**src/rtl/cp0_unit_pkg.sv**
```systemverilog
// Shared CP0 definitions: register numbers, ExcCode values and the handler entry address.
package cp0_unit_pkg;

  localparam logic [4:0] CP0_COUNT   = 5'd9;
  localparam logic [4:0] CP0_COMPARE = 5'd11;
  localparam logic [4:0] CP0_SR      = 5'd12;
  localparam logic [4:0] CP0_CAUSE   = 5'd13;
  localparam logic [4:0] CP0_EPC     = 5'd14;
  localparam logic [4:0] CP0_PRID    = 5'd15;

  localparam logic [4:0] EXC_INT  = 5'd0;
  localparam logic [4:0] EXC_ADEL = 5'd4;
  localparam logic [4:0] EXC_ADES = 5'd5;
  localparam logic [4:0] EXC_RI   = 5'd10;
  localparam logic [4:0] EXC_OV   = 5'd12;

  localparam logic [31:0] HANDLER_ADDR = 32'h0000_4180;

  function automatic logic [31:0] word_align(input logic [31:0] addr);
    return {addr[31:2], 2'b00};
  endfunction

endpackage

```
**src/rtl/cp0_unit_timer.sv**
```systemverilog
// Count/Compare timer for CP0; the pending flag is raised on Count == Compare and cleared by a Compare write.
module cp0_timer
  import cp0_unit_pkg::*;
(
  input  logic        clk,
  input  logic        reset,
  input  logic        we,
  input  logic [4:0]  a2,
  input  logic [31:0] din,
  output logic [31:0] count,
  output logic [31:0] compare,
  output logic        pending
);

  // Blocks the spurious 0 == 0 match in the first cycle out of reset.
  logic armed;

  always_ff @(posedge clk) begin
    if (reset) begin
      count   <= '0;
      compare <= '0;
      pending <= 1'b0;
      armed   <= 1'b0;
    end else begin
      armed <= 1'b1;
      if (we && a2 == CP0_COUNT) count <= din;
      else                       count <= count + 32'd1;
      if (we && a2 == CP0_COMPARE) begin
        compare <= din;
        pending <= 1'b0;
      end else if (armed && count == compare) begin
        pending <= 1'b1;
      end
    end
  end

endmodule

```
**src/rtl/cp0_unit.sv**
```systemverilog
// Coprocessor 0 beside the M stage: SR/Cause/EPC/PRId, mfc0/mtc0, interrupt vs exception arbitration.
// Optional Count/Compare timer (regs 9/11, ORed into hw_int[5]) is enabled by defining CP0_COUNT_EN.
module cp0_unit
  import cp0_unit_pkg::*;
#(
  parameter logic [31:0] PRID_VAL   = 32'h2021_0707,
  parameter logic [31:0] HANDLER_PC = HANDLER_ADDR
) (
  input  logic        clk,
  input  logic        reset,
  input  logic [4:0]  a1,
  input  logic [4:0]  a2,
  input  logic [31:0] din,
  input  logic        we,
  input  logic [31:0] m_pc,
  input  logic        m_bd,
  input  logic [4:0]  m_exc,
  input  logic [5:0]  hw_int,
  input  logic        exl_clr,
  output logic        int_req,
  output logic [31:0] epc,
  output logic [31:0] dout,
  output logic [31:0] handler_pc
);

  logic [5:0]  im;
  logic        exl;
  logic        ie;
  logic        bd;
  logic [5:0]  ip;
  logic [4:0]  exc_code;
  logic [31:0] epc_r;
  logic [5:0]  hw_eff;
  logic        irq;
  logic        exc;
  logic [31:0] pc_al;
  logic [31:0] epc_next;
  logic [31:0] sr_val;
  logic [31:0] cause_val;
  logic        unused_pc_bits;

`ifdef CP0_COUNT_EN
  logic [31:0] count;
  logic [31:0] compare;
  logic        pending;

  // An mtc0 squashed by int_req must not reach the timer either.
  cp0_timer u_timer (
    .clk     (clk),
    .reset   (reset),
    .we      (we & ~int_req),
    .a2      (a2),
    .din     (din),
    .count   (count),
    .compare (compare),
    .pending (pending)
  );

  assign hw_eff = {hw_int[5] | pending, hw_int[4:0]};
`else
  assign hw_eff = hw_int;
`endif

  assign irq      = (|(hw_eff & im)) & ie & ~exl;
  assign exc      = (m_exc != EXC_INT) & ~exl;
  assign int_req  = irq | exc;

  assign pc_al    = word_align(m_pc);
  assign epc_next = m_bd ? pc_al - 32'd4 : pc_al;
  assign unused_pc_bits = ^m_pc[1:0];

  assign epc        = epc_r;
  assign handler_pc = HANDLER_PC;

  always_ff @(posedge clk) begin
    if (reset) begin
      im       <= '0;
      exl      <= 1'b0;
      ie       <= 1'b0;
      bd       <= 1'b0;
      ip       <= '0;
      exc_code <= EXC_INT;
      epc_r    <= '0;
    end else begin
      ip <= hw_eff;
      if (int_req) begin
        exl      <= 1'b1;
        bd       <= m_bd;
        exc_code <= irq ? EXC_INT : m_exc;
        epc_r    <= epc_next;
      end else begin
        // mtc0 to SR lands first; a concurrent eret then clears EXL.
        if (we && a2 == CP0_SR) begin
          im  <= din[15:10];
          ie  <= din[0];
          exl <= din[1] & ~exl_clr;
        end else if (exl_clr) begin
          exl <= 1'b0;
        end
        if (we && a2 == CP0_EPC) epc_r <= word_align(din);
      end
    end
  end

  assign sr_val    = {16'h0, im, 8'h0, exl, ie};
  assign cause_val = {bd, 15'h0, ip, 3'b000, exc_code, 2'b00};

  always_comb begin
    dout = '0;
    case (a1)
      CP0_SR:      dout = sr_val;
      CP0_CAUSE:   dout = cause_val;
      CP0_EPC:     dout = epc_r;
      CP0_PRID:    dout = PRID_VAL;
`ifdef CP0_COUNT_EN
      CP0_COUNT:   dout = count;
      CP0_COMPARE: dout = compare;
`endif
      default:     dout = '0;
    endcase
  end

endmodule

```
**config.mk**
```make
export PLATFORM = sky130hd
export DESIGN_NAME = cp0_unit
export DESIGN_NICKNAME = d
export VERILOG_FILES = /design/src/rtl/cp0_unit_pkg.sv /design/src/rtl/cp0_unit_timer.sv /design/src/rtl/cp0_unit.sv
export SDC_FILE = /design/constraint.sdc
export NUM_CORES = 1
export LEC_CHECK = 0
export BUFFER_PORTS_ARGS = -buffer_cell sky130_fd_sc_hd__buf_2
export CAP_MARGIN = 20
export CORE_MARGIN = 5
export CORE_UTILIZATION = 51
export DETAILED_ROUTE_END_ITERATION = 10
export PLACE_DENSITY_LB_ADDON = 0.1
export SLEW_MARGIN = 20
export SYNTH_ARGS = -nofsm -noshare
export SYNTH_HDL_FRONTEND = slang
export SYNTH_SLANG_ARGS = --single-unit
```
**constraint.sdc**
```tcl
create_clock -name clk -period 5.5 [get_ports clk]
set_clock_uncertainty 0.2 [all_clocks]
set_input_delay 0.275 -clock clk [delete_from_list [all_inputs] [get_ports clk]]
set_output_delay 0.275 -clock clk [all_outputs]
set_load 0.02 [all_outputs]
```
## After elaboration in Yosys (flattened, before gate mapping)

Cells that the tools add are included.

| cells by class | value |
|---|---|
| equality and inequality tests | 6 |
| reductions and logical operators | 7 |
| bitwise operators | 9 |
| add/subtract/negate cells | 1 |
| mux-type cells | 8 |

Operator list:

| operator | number |
|---|---|
| $pmux W32 S4 | 1 |
| $mux W32 | 3 |
| $sub A32 B3 Y32 const B | 1 |
| $eq A5 B4 Y1 const B | 6 |
| $and A6 B6 Y6 | 1 |
| $reduce_or A6 Y1 | 1 |
| $mux W5 | 1 |
| $reduce_bool A5 Y1 | 1 |
| $and A1 B1 Y1 | 4 |
| $mux W1 | 3 |
| $not A1 Y1 | 3 |
| $reduce_bool A3 Y1 | 1 |
| $logic_and A1 B1 Y1 | 2 |
| $reduce_and A2 Y1 | 1 |
| $reduce_bool A2 Y1 | 1 |
| $or A1 B1 Y1 | 1 |

| storage, ports and cells | value |
|---|---|
| register bits after elaboration | 52 |
| bits of input ports | 90 |
| output and inout bits | 97 |

## Longest topological paths before layout

| logic depth | value |
|---|---|
| depth after elaboration | 7 |
| depth in mapped cells | 7 |
| mapped depth without buffers | 6 |

## Least setup slack after synthesis

Ideal clock, no wire load.

| path | value |
|---|---|
| kind | input port to flip-flop |
| start point | input port m_pc[2] |
| end point | register epc_r[20] (netlist: epc[20]) |
| data arrival time | 1.890 ns |
| library setup time | 0.091 ns |
| setup slack | 3.319 ns |
| data required time | 5.209 ns |
| stages | 7 |
| buffers on the path | 1 |
| cell sequence | inv_1 > ha_1 > nor2b_1 > nand4_1 > clkbuf_1 > or4_1 > a311oi_1 |

| on the way | value |
|---|---|
| word-level cells in the longest chain between the ends | 3 |

RTL lines:

| item | line | text |
|---|---|---|
| from (decl) | cp0_unit.sv:15 | `input logic [31:0] m_pc,` |
| $sub A32 B3 Y32 | cp0_unit.sv:69 | `assign epc_next = m_bd ? pc_al - 32'd4 : pc_al;` |
| $mux W32 | cp0_unit.sv:69 |  |
| $mux W32 | cp0_unit.sv:86 | `if (int_req) begin` |
| to (signal assigned) | cp0_unit.sv:90 | `epc_r <= epc_next;` |
| to (signal assigned) | cp0_unit.sv:100 | `if (we && a2 == CP0_EPC) epc_r <= word_align(din);` |
| to (decl) | cp0_unit.sv:32 | `logic [31:0] epc_r;` |

Every way passes these cells.
A chain may end at the register's enable or synchronous reset.

## Final worst setup path

| path | value |
|---|---|
| start point | input port hw_int[0] |
| end point | output port int_req |

| on the way | value |
|---|---|
| word-level cells in the longest chain between the ends | 5 |

RTL lines:

| item | line | text |
|---|---|---|
| from (decl) | cp0_unit.sv:18 | `input logic [5:0] hw_int,` |
| $and A6 B6 Y6 | cp0_unit.sv:64 | `assign irq = (\|(hw_eff & im)) & ie & ~exl;` |
| $reduce_or A6 Y1 | cp0_unit.sv:64 |  |
| $and A1 B1 Y1 (2 in a row) | cp0_unit.sv:64 |  |
| $or A1 B1 Y1 | cp0_unit.sv:66 | `assign int_req = irq \| exc;` |
| to (decl) | cp0_unit.sv:20 | `output logic int_req,` |

Every way passes these cells.

==> results.json <==
{
  "critical_path.reg2reg.endpoint": "im[2]",
  "yosysWarningCount": 0,
  "r2r_slack_ns": 2.84,
  "netlist_instances": 492,
  "power_frac_comb_pct": 29.5,
  "area_growth_pct": 19.0,
  "antenna_found_initial": 0,
  "nets": 701,
  "cts-buffers-inserted": 5,
  "share_seq_of_total_power_pct": 45.7,
  "num_rows": 31,
  "ioPinCount": 187,
  "yosys.area_share.xor_xnor_pct": 2.51,
  "max_freq_ghz": 0.304,
  "hold_violations": 0,
  "synthFlopType": "dfxtp_1",
  "initial_core_util_pct": 52.7,
  "drive_above_1_share_pct": 29.8,
  "grt_pass1_wl_um": 19500,
  "worst-endpoint-arrival_ns": 2.81,
  "clkSlewWorstSetupHoldPaths_ns": 0.09,
  "max-cap-violations": 0,
  "critPathLaunchType": "input pin",
  "wl_per_cell_um": 17.3,
  "cts.path.max_buffers": 2,
  "worst_r2r_startpoint": "im[1]",
  "total_net_switching_power_uw": 315,
  "final_period_minus_worst_setup_slack_ns": 3.29,
  "clock-sinks": 50,
  "placement.io_buffers": 150,
  "routed-via-count": 4228,
  "worstPathRequired_ns": 5.03,
  "status": "complete, no violations",
  "setup-violations-final": 0,
  "clock_latency_ns": 0.30,
  "yosys.area_share.simple_pct": 28.5,
  "viasPerCell": 5.95,
  "cts-root-buf": "clkbuf_8",
  "wl_um": 12300,
  "coreArea_um2": 7290,
  "synth_compound_gate_area_share_pct": 25.4,
  "hp_class": "in -> reg",
  "crit_path_max_incr_delay_ns": 0.56,
  "num_antenna_cells": 0,
  "synth.area.top_cells": "dfxtp_1, nor4_1, buf_4, o31a_1, clkbuf_1",
  "slew_violations": 0,
  "synth_area_per_cell_um2": 7.81,
  "number_of_synthesized_flops_with_an_enable_pin": 0,
  "vdd_drop_max_uv": 110,
  "cp_top_family": "buffers and inverters",
  "yosysTopAreaCell": "dfxtp_1",
  "reg2reg_depth": 5,
  "grt_pass1_vias": 3756,
  "hold_path_startpoint": "hw_int[2]",
  "synth-seq-area-share_pct": 26.1,
  "power.static_leakage_uw": 0.00196,
  "min_delay_endpoint": "ip[2]",
  "critPathKind": "in -> out",
  "crit_top_cell": "buf_2",
  "synth.cell_area_um2": 3840,
  "fraction_of_synthesized_cell_area_taken_by_the_top_area_cell_type_pct": 26.1,
  "drc_errors": 0,
  "ys_ff_latch": 50,
  "cp_num_buf_inv": 4,
  "detail_route.first_pass.iterations": 5,
  "cts.htree.levels": 2,
  "grt_usage_pct": 24.6,
  "detailed_place_hpwl_um": 9410,
  "final_antenna_net_count": 0,
  "critical_path.max_fanout": 32,
  "crit_path_end_kind": "primary output",
  "grt_start_max_net_pins": 53,
  "clock_tree_from_tritoncts": "built",
  "grt_setup_unrepaired": "no",
  "total_non_filler_cell_area_in_the_finished_layout_um2": 4570,
  "asyncSetResetFlopFracSynth_pct": 0,
  "die_w_um": 96.8,
  "fin_setup_tns_ns": 0,
  "power_density_nw_per_um2": 197,
  "globalplace.congestion": 0.911,
  "internal_power_summed_over_all_cells_uw": 586,
  "grt_overflow": 0,
  "cp_slowest_cell": "inv_1",
  "fraction_of_the_mapped_netlist_area_in_adder_cells_pct": 0.326,
  "multiplexer_area_fraction_after_synthesis_pct": 2.87,
  "postLayoutCoreUtil_pct": 62.7,
  "timing_worst_slew_pin_value_ns": 1.05,
  "die_height_um": 96.8,
  "placedInstanceArea_um2": 4460,
  "path_cells": "dlygate4sd3_1 > buf_2 > a22o_1 > o311a_1 > nor2_2 > inv_1 > buf_2",
  "maxSlewHeadroom_pct": 29.9,
  "first_iter_violations": 331,
  "depth_of_the_worst_hold_timing_path": 2,
  "design.die.area_um2": 9370,
  "period_share_pct": 59.8,
  "netlist_cell_types": 52,
  "switching_share_pct": 35.0,
  "synth_top_family_by_area": "simple AND/OR/NAND/NOR gates",
  "clock_power_share_pct": 24.7
}
==> per-layer routing <==
metal	GRT usage, %	part of all wire, %	vias up
met5	0	0	-
met4	6.59	1.6	0
met3	2.95	7.5	16
met2	40.5	48	191
met1	34.0	42	1961
li1	-	-	2060
==> cell usage after synthesis (all sizes together), types with 10 or more instances <==
cell / instances
nor4: 49
a311oi: 14
o41ai: 15
dfxtp: 50
nand2: 11
o31ai: 10
clkbuf: 41
xor2: 10
buf: 37
inv: 32
or4: 15
o31a: 24
nor2b: 12
and2: 14
nor2: 33
a211oi: 19
a21oi: 16
mux2i: 11
==> stage by stage <==
stage | total power (µW) | instances | hold slack, ns | setup WS (ns)
CTS | 899 | 709 | 0.00166 | 2.25
global placement | 677 | 700 | 0.302 | 2.64
floorplan | 601 | 524 | 0.203 | 3.32
detailed placement | 682 | 700 | 0.307 | 2.59
finish | 901 | 710 | 0.00860 | 2.21
global route | 944 | 710 | 0.00265 | 2.15
==> worst max-delay path by stage <==
stage               from      end  slack (ns)  depth (start not counted)
3_3_place_gp     m_pc[2]  epc[24]        2.64                          7
6_report       hw_int[0]  int_req        2.21                          7
2_1_floorplan    m_pc[2]  epc[20]        3.32                          7
3_5_place_dp     m_pc[2]  epc[24]        2.59                          7
4_1_cts        hw_int[0]  int_req        2.25                          7
5_1_grt        hw_int[0]  int_req        2.15                          7
==> repair_timing <==
item / CTS / global route
buffers inserted: 0 / 0
resized for setup: 0 / 0
setup endpoints to repair: 0 / 0
hold buffers: 1 / 1
hold endpoints to repair: 1 / 1
==> cell type report <==
type	instances	area (µm²)
fillers	709	2720
well taps	99	124
clock inverters	1	5.00
clock buffers	7	86.3
flip-flops and latches	50	1000
inverters	32	120
repair buffers	157	808
multi-input cells	364	2430
==> logic make-up (layout without fill, tap and decap cells) <==
logic type	after synthesis	count (layout)
simple gates	181	181
compound gates	126	126
buf+inv	110	197
flops	50	50
xor+xnor	11	11
mux	11	11
other cells	2	34
fa+ha+maj	1	1
==> flip-flops by register name, summed over array words and instances, names as in the netlist <==
signal    flops
bd            1
epc          30
exc_code      5
exl           1
ie            1
im            6
ip            6
==> worst register-to-register path: cells and delay by family (launching register included) <==
| kind | cells | cell delay, ns |
|---|---|---|
| AND/OR/NAND/NOR | 1 | 0.33 |
| flip-flops | 1 | 0.33 |
| AO/OA/AOI/OAI | 3 | 1.12 |
| buffers and inverters | 1 | 0.56 |
==> cells in the final DEF, fill, tap and decap left out, types with 9 or more instances in the layout <==
| cell | instances |
|---|---|
| o31ai_1 | 9 |
| a311oi_1 | 14 |
| nand2_1 | 11 |
| mux2i_1 | 11 |
| conb_1 | 34 |
| nor2_1 | 32 |
| xor2_1 | 10 |
| o41ai_1 | 15 |
| inv_1 | 32 |
| o31a_1 | 24 |
| a211oi_1 | 19 |
| and2_1 | 13 |
| or4_1 | 12 |
| nor2b_1 | 12 |
| a21oi_1 | 15 |
| dfxtp_1 | 50 |
| buf_2 | 150 |
| nor4_1 | 49 |
==> power groups by stage <==
stage          Combinational (µW)  Sequential [µW]  Clock, µW
6_report                      266              412        223
5_1_grt                       289              415        240
4_1_cts                       263              411        224
3_5_place_dp                  262              420          0
3_3_place_gp                  257              420          0
2_1_floorplan                 163              438          0
Note: power is estimated with default switching activity, not from simulation.
